### src/rtl/cpu_fetch_pkg.sv
// cpu_fetch_pkg: shared fetch-stage types, widths and state transition helper.
package cpu_fetch_pkg;

    localparam int ADDR_W_DEF = 10;
    localparam int INSTR_W    = 32;

    typedef enum logic [1:0] {
        IDLE   = 2'd0,
        RUN    = 2'd1,
        HALTED = 2'd2
    } fetch_state_e;

    // Halt wins over resume while running; resume only matters once halted.
    function automatic logic [1:0] next_state(input logic [1:0] s, input logic halt, input logic resume);
        return (s == IDLE) ? RUN : (s == RUN) ? (halt ? HALTED : RUN) : (resume ? RUN : HALTED);
    endfunction

endpackage

### src/rtl/instr_fetch_if.sv
// instr_fetch_if: ROM, control and decode-side signals of the fetch stage.
interface instr_fetch_if #(
    parameter int ADDR_W = cpu_fetch_pkg::ADDR_W_DEF
);
    import cpu_fetch_pkg::*;

    logic [ADDR_W-1:0]  address;
    logic               clken;
    logic [INSTR_W-1:0] q;
    logic               redirect;
    logic [ADDR_W-1:0]  redirect_addr;
    logic               halt;
    logic               resume;
    logic [INSTR_W-1:0] instr;
    logic [ADDR_W-1:0]  instr_pc;
    logic               instr_valid;
    logic               instr_ready;

    modport master (
        output address, clken, instr, instr_pc, instr_valid,
        input  q, redirect, redirect_addr, halt, resume, instr_ready
    );

    modport slave (
        input  address, clken, instr, instr_pc, instr_valid,
        output q, redirect, redirect_addr, halt, resume, instr_ready
    );

endinterface

### src/rtl/fetch_buf.sv
// fetch_buf: two-entry in-order instruction buffer; the head is a register.
module fetch_buf import cpu_fetch_pkg::*; #(
    parameter int ADDR_W = ADDR_W_DEF
) (
    input  logic               clock,
    input  logic               reset_n,
    input  logic               push,
    input  logic               pop,
    input  logic               flush,
    input  logic [INSTR_W-1:0] data,
    input  logic [ADDR_W-1:0]  data_pc,
    output logic [1:0]         cnt,
    output logic [INSTR_W-1:0] head,
    output logic [ADDR_W-1:0]  head_pc,
    output logic               valid
);

    logic [INSTR_W-1:0] d0, d1;
    logic [ADDR_W-1:0]  p0, p1;
    logic               pop_ok, to_head, to_tail;
    logic [1:0]         left;

    // A simultaneous pop and push shifts first, then writes the freed slot.
    assign pop_ok  = pop && (cnt != 2'd0);
    assign left    = cnt - {1'b0, pop_ok};
    assign to_head = push && (left == 2'd0);
    assign to_tail = push && (left != 2'd0);

    always_ff @(posedge clock) begin
        if (!reset_n) begin
            d0  <= '0;
            d1  <= '0;
            p0  <= '0;
            p1  <= '0;
            cnt <= 2'd0;
        end else begin
            d0  <= to_head ? data : pop_ok ? d1 : d0;
            p0  <= to_head ? data_pc : pop_ok ? p1 : p0;
            d1  <= to_tail ? data : d1;
            p1  <= to_tail ? data_pc : p1;
            cnt <= flush ? 2'd0 : left + {1'b0, push};
        end
    end

    assign head    = d0;
    assign head_pc = p0;
    assign valid   = cnt != 2'd0;

endmodule

### src/rtl/instr_fetch.sv
// instr_fetch: ROM-driven instruction fetch with redirect, halt/resume and a
// two-entry decode buffer.
module instr_fetch import cpu_fetch_pkg::*; #(
    parameter int                ADDR_W       = ADDR_W_DEF,
    parameter logic [ADDR_W-1:0] RESET_VECTOR = '0
) (
    input  logic          clock,
    input  logic          reset_n,
    instr_fetch_if.master bus
);

    localparam logic [1:0]        S_IDLE = IDLE;
    localparam logic [1:0]        S_RUN  = RUN;
    localparam logic [ADDR_W-1:0] ONE    = 1;

    logic [1:0]        state;
    logic [ADDR_W-1:0] pc, pend_pc;
    logic              pend, pop, push, issue;
    logic [1:0]        cnt;
    logic [2:0]        occ;

    // Occupancy counts the in-flight ROM read so the buffer can never overflow.
    assign pop   = bus.instr_valid && bus.instr_ready && !bus.redirect;
    assign push  = pend && !bus.redirect;
    assign occ   = {1'b0, cnt} + {2'b0, pend} - {2'b0, pop};
    assign issue = reset_n && (state == S_RUN) && (bus.redirect || occ < 3'd2);

    assign bus.clken   = issue;
    assign bus.address = (!reset_n || state == S_IDLE) ? RESET_VECTOR :
                         bus.redirect ? bus.redirect_addr : pc;

    always_ff @(posedge clock) begin
        if (!reset_n) begin
            state   <= S_IDLE;
            pc      <= RESET_VECTOR;
            pend    <= 1'b0;
            pend_pc <= '0;
        end else begin
            state   <= next_state(state, bus.halt, bus.resume);
            pc      <= issue ? bus.address + ONE : bus.redirect ? bus.redirect_addr : pc;
            pend    <= issue;
            pend_pc <= bus.address;
        end
    end

    fetch_buf #(.ADDR_W(ADDR_W)) u_buf (
        .clock   (clock),
        .reset_n (reset_n),
        .push    (push),
        .pop     (pop),
        .flush   (bus.redirect),
        .data    (bus.q),
        .data_pc (pend_pc),
        .cnt     (cnt),
        .head    (bus.instr),
        .head_pc (bus.instr_pc),
        .valid   (bus.instr_valid)
    );

endmodule

### src/flat_wrapper.sv
// flat-port wrapper written by rule: the top's interface ports become plain ports
module instr_fetch_flat import cpu_fetch_pkg::*;
#(
    parameter int                ADDR_W       = ADDR_W_DEF,
    parameter logic [ADDR_W-1:0] RESET_VECTOR = '0
)
  (clock, reset_n, bus_address, bus_clken, bus_instr, bus_instr_pc, bus_instr_valid, bus_q, bus_redirect, bus_redirect_addr, bus_halt, bus_resume, bus_instr_ready);
  instr_fetch_if #(.ADDR_W(ADDR_W)) bus_i ();
  input  logic clock;
  input  logic reset_n;
  output wire logic [$bits(bus_i.address)-1:0] bus_address;
  output wire logic [$bits(bus_i.clken)-1:0] bus_clken;
  output wire logic [$bits(bus_i.instr)-1:0] bus_instr;
  output wire logic [$bits(bus_i.instr_pc)-1:0] bus_instr_pc;
  output wire logic [$bits(bus_i.instr_valid)-1:0] bus_instr_valid;
  input wire logic [$bits(bus_i.q)-1:0] bus_q;
  input wire logic [$bits(bus_i.redirect)-1:0] bus_redirect;
  input wire logic [$bits(bus_i.redirect_addr)-1:0] bus_redirect_addr;
  input wire logic [$bits(bus_i.halt)-1:0] bus_halt;
  input wire logic [$bits(bus_i.resume)-1:0] bus_resume;
  input wire logic [$bits(bus_i.instr_ready)-1:0] bus_instr_ready;
  assign bus_address = bus_i.address;
  assign bus_clken = bus_i.clken;
  assign bus_instr = bus_i.instr;
  assign bus_instr_pc = bus_i.instr_pc;
  assign bus_instr_valid = bus_i.instr_valid;
  assign bus_i.q = bus_q;
  assign bus_i.redirect = bus_redirect;
  assign bus_i.redirect_addr = bus_redirect_addr;
  assign bus_i.halt = bus_halt;
  assign bus_i.resume = bus_resume;
  assign bus_i.instr_ready = bus_instr_ready;
  instr_fetch #(.ADDR_W(ADDR_W), .RESET_VECTOR(RESET_VECTOR)) u_core (.clock(clock), .reset_n(reset_n), .bus(bus_i));
endmodule
### config.mk
export PLATFORM = sky130hd
export DESIGN_NAME = instr_fetch_flat
export DESIGN_NICKNAME = d
export VERILOG_FILES = /design/src/rtl/cpu_fetch_pkg.sv /design/src/rtl/instr_fetch_if.sv /design/src/rtl/fetch_buf.sv /design/src/rtl/instr_fetch.sv /design/src/flat_wrapper.sv
export SDC_FILE = /design/constraint.sdc
export NUM_CORES = 1
export LEC_CHECK = 0
export ABC_AREA = 0
export CAP_MARGIN = 20
export CORE_MARGIN = 2
export CORE_UTILIZATION = 40
export DETAILED_ROUTE_END_ITERATION = 10
export PLACE_DENSITY = 0.75
export SKIP_LAST_GASP = 1
export SYNTH_ARGS = -nofsm -noshare
export SYNTH_HDL_FRONTEND = slang
export SYNTH_SLANG_ARGS = --single-unit
export TNS_END_PERCENT = 10
### constraint.sdc
create_clock -name clock -period 7.35 [get_ports clock]
set_input_delay 1.1025 -clock clock [delete_from_list [all_inputs] [get_ports clock]]
set_output_delay 1.1025 -clock clock [all_outputs]
set_load 0.1 [all_outputs]
* After elaboration in Yosys (flattened, before gate mapping)
Cells that the tools add are included.
** Storage, ports and cells
- Register bits :: 109
- Input port bits :: 48
- Output and inout port bits :: 54
** Operators by class
- Add/sub/neg operators :: 5
- $lt $le $gt $ge :: 1
- Equality and inequality tests :: 1
- Muxes and demuxes :: 11
- Bitwise operators :: 1
- Reductions and logical operators :: 19
** Operators with widths (number)
- 32-bit 2-to-1 mux :: 2
- 10-bit 2-to-1 mux :: 5
- 10-bit by 1-bit adder with 10-bit output (second input constant) :: 1
- 1-bit logical AND :: 8
- 2-bit 2-to-1 mux :: 3
- 2-bit nonzero test :: 3
- 2-bit zero test :: 2
- 2-bit OR reduction :: 2
- 2-bit by 1-bit adder with 3-bit output :: 1
- 3-bit by 2-bit less-than comparator with 1-bit output (second input constant) :: 1
- 3-bit by 1-bit subtractor with 3-bit output :: 1
- 2-bit by 1-bit adder with 2-bit output :: 1
- 2-bit by 1-bit == test with 1-bit output (second input constant) :: 1
- 1-bit zero test :: 2
- 1-bit logical OR :: 2
- 2-bit by 1-bit subtractor with 2-bit output :: 1
- 1-bit 2-to-1 mux :: 1
- 1-bit NOT :: 1

* Logic depth before layout (Yosys ltp)
- Word-level depth :: 8
- Depth in mapped cells :: 11
- Depth with buffers taken out :: 9

* By module
From an unflattened synthesis, not the netlist that was laid out.
** Unflattened totals
- Cells, all modules :: 522
- Area, all modules :: 4744.6 um^2
** By module, submodules not included
- fetch_buf :: times used 1, cells an instance 394, area each 3539.6 um^2, seq. area each 1721.7 um^2
- instr_fetch :: times used 1, cells an instance 128, area each 1204.9 um^2, seq. area each 460.4 um^2

* Least setup slack after synthesis
OpenSTA, ideal clock, no wires.
- Kind :: input -> output
- Start point :: in bus_redirect
- End point :: out bus_clken
- Arrival time :: 4005 ps
- Data required time :: 6247 ps
- Path slack :: 2243 ps
- Stages :: 9
- Buffers on the path :: 2
- Cell sequence :: buf_6 > buf_12 > and3b_2 > ha_1 > nor2_1 > fa_1 > nor3b_1 > a21oi_1 > nor2_1
** Between the ends
- Longest elaborated chain between the ends :: 6
** Ends and longest elaborated chain
- start: declaration :: RTL line flat_wrapper.sv:17 : input wire logic [$bits(bus_i.redirect)-1:0] bus_redirect;
- 1-bit zero test :: RTL line instr_fetch.sv:23 : assign pop = bus.instr_valid && bus.instr_ready && !bus.redirect;
- 1-bit logical AND :: RTL line instr_fetch.sv:23
- 3-bit by 1-bit subtractor with 3-bit output :: RTL line instr_fetch.sv:25 : assign occ = {1'b0, cnt} + {2'b0, pend} - {2'b0, pop};
- 3-bit by 2-bit less-than comparator with 1-bit output :: RTL line instr_fetch.sv:26 : assign issue = reset_n && (state == S_RUN) && (bus.redirect || occ < 3'd2);
- 1-bit logical OR (*) :: RTL line instr_fetch.sv:26
- 1-bit logical AND (*) :: RTL line instr_fetch.sv:26
- end: declaration :: RTL line flat_wrapper.sv:12 : output wire logic [$bits(bus_i.clken)-1:0] bus_clken;
Every way passes the cells marked *; elsewhere a longest branch is shown, timed or not.

* Final worst setup path
Ends and elaborated chain as after synthesis.

==> results.yml <==
synth:
  ys_ff_latch: 109
  synthTopCellsByArea: "dfxtp_1 (46%), mux2i_1 (20%), nor2_1 (8.5%)"
  syn-num-nets: 508
  synth_sequential_area_ratio_pct: 46.5
  async_flop_share_pct: 0
  synthCells: 455
  synth.largest_area_cell: "dfxtp_1"
  yosysWarnings: 0
  synth_area_per_cell_um2: 10.3
  synth_top_area_share_pct: 46.5
  synth_edf_count: 0
  ys_types: 47
  ys_dominant_reg_cell: "dfxtp_1"
  yosysMostFrequentCell: "dfxtp_1"
  ys_top_cells_by_count: "dfxtp_1 (109), nor2_1 (106), mux2i_1 (92), a211oi_1 (43), clkbuf_1 (16)"
  synth_area_um2: 4690
setup_path:
  crit_path_top_delay_cell: "clkdlybuf4s50_1"
  crit_type: "input port to output port"
  reg2reg_slack_ps: 4420
  required_ps: 6250
  worstSetupStartpointType: "input port"
  r2r_start: "u_core.u_buf.cnt[1]$_SDFF_PP0_"
  worstSetupEndpointType: "output port"
  cp_cell_sequence: "clkdlybuf4s50_1 > buf_4 > and3b_2 > ha_1 > nor2_1 > fa_1 > nor3b_1 > a21oi_1 > nor2_1 > clkdlybuf4s50_1"
  cp.arrival_ps: 4660
  reg2regPathDepth: 6
  cp_max_fo: 21
  crit_path_max_incr_delay_ps: 1140
  r2r_end: "u_core.u_buf.head[24]$_SDFFE_PN0P_"
power_and_ir_drop:
  vdd_drop_max_v: 0.000115
  total_power_mw: 1.42
  leakage_nw: 2.10
  power.density_nw_per_um2: 236
drt:
  first_pass_iters: 4
  post_drt_wl_per_cell_um: 14.7
  drc_errors: 0
  via_count: 3549
  vias_per_cell: 5.17
  wirelength_mm: 10.1
  ant_nets: 0
  drtIter0Drc: 155
global_route:
  grt_overflow: 0
  first_global_vias: 3651
  grt_antenna_before_repair: 0
  grt_max_degree: 97
  grt_pass1_wl_mm: 17.1
  grtUsageTotal_pct: 16.1
sta:
  hold_slack_ps: 499
  hold_violations: 0
  slew_viol_final: 0
  timing.fmax_mhz: 173
  fin_crit_ps: 5770
  fin_ws_ps: 1580
  finalSetupViolCount: 0
  worstMarginPinSlew_ps: 1020
  setup_tns_ps: 0
  max_slew_margin_pct: 32.0
  period_share_pct: 78.5
  rsz0062_at_grt: "no"
  fin_skew_ps: 10.7
clock_network:
  cts_hold_buf: 0
  htreeDepth: 3
  clock_latency_ps: 330
  cts_tree: "built"
  clock-sinks: 109
  ctsRootBufferMaster: "clkbuf_16"
  cts_max_path_buffers: 2
  cts-resized-gates: 0
  cts.clk_slew.worst_paths_ps: 70
  cts_setup_buffers: 0
  cts_buffers: 9
place:
  pre_cts_ws_ps: 1630
  dp.cells: 669
  post-dp-hpwl_mm: 6.61
  gp_congestion: 0.821
  numPortBuffers: 101
  placed_area_um2: 5680
die:
  die_area_um2: 12600
  core_area_um2: 11400
  num_rows: 39
  die_width_um: 112
  io-pin-count: 102
  start_util_pct: 41.1
  die_y_um: 112
final_layout:
  drive_gt1_share_pct: 7.90
  n_antenna_cell: 0
  area_delta_synth_final_pct: 28.3
  finalCoreUtilization_pct: 52.8
  fin_area_um2: 6020
  fin_cells: 687
  nFillCells: 1050
  fin_nets: 592
job:
  maxCapViolCount: 0
hold_path:
  whs_path_depth: 2
  whs_endpoint: "u_core.u_buf.d1[29]$_SDFFE_PN0P_"
  hold_class: "register to register"
  hp-start: "u_core.u_buf.d1[29]$_SDFFE_PN0P_"
outcome:
  status: "finished, final reports clean"
==> cell families after synthesis <==
kind of cell / share of synthesized area [%]
compound gates: 10.4
xor+xnor: 0.746
buf+inv: 6.10
fa+ha+maj: 1.49
mux: 21.2
simple gates: 13.6
flops: 46.5
==> sequential cells by signal (all words and copies together) (netlist names) <==
register / count
u_core.u_buf.d1: 32
u_core.u_buf.head: 32
u_core.state: 2
u_core.u_buf.p1: 10
u_core.pend_pc: 10
u_core.pend: 1
u_core.u_buf.cnt: 2
u_core.u_buf.head_pc: 10
u_core.pc: 10
==> area by class of cell <==
class	count	area [um2]	area share (%)
clock buffers	9	225	3.74
clock inverters	7	80.1	1.33
inverters	6	22.5	0.374
multi-input cells	306	2250	37.4
flip-flops and latches	109	2180	36.2
well taps	143	179	2.97
repair buffers	107	1080	18.0
==> report_power, final <==
part	switching [mW]	internal [mW]	total, mW
combinational	0.207	0.0874	0.295
sequential	0.0141	0.615	0.630
clock	0.225	0.270	0.495
==> placed cells by master, fill, tap and decap left out, drive strengths merged, types with 4 or more instances in the layout <==
master,n
dfxtp,109
nor2,106
clkdlybuf4s50,101
mux2i,95
a211oi,45
inv,10
clkbuf,9
buf,6
nand3,5
nor2b,4
a21oi,4
nand2,4
ha,4
nor3b,4
==> worst max path at each step <==
stage,start,to,slack [ps],cells after the start
floorplan,bus_redirect,bus_clken,2240,9
global placement,bus_redirect,bus_clken,1670,10
detailed placement,bus_redirect,bus_clken,1630,10
CTS,bus_redirect,bus_clken,1600,10
global route,bus_redirect,bus_clken,1390,10
finish,bus_redirect,bus_clken,1580,10
==> critical path, delay by kind of cell <==
family / cells / cell delay (ps)
buf+inv: 3 / 1880
fa+ha+maj: 2 / 690
compound gates: 1 / 200
simple gates: 4 / 780
==> routing by layer <==
| metal | vias to the layer above | GRT usage [%] | part of all wire [%] |
|---|---|---|---|
| met4 | 0 | 5.12 | 1.3 |
| met2 | 85 | 27.6 | 48 |
| met3 | 14 | 3.02 | 4.1 |
| met5 | - | 0 | 0 |
| met1 | 1693 | 20.7 | 46 |
| li1 | 1757 | - | - |
Power figures use the tool's default switching activity.
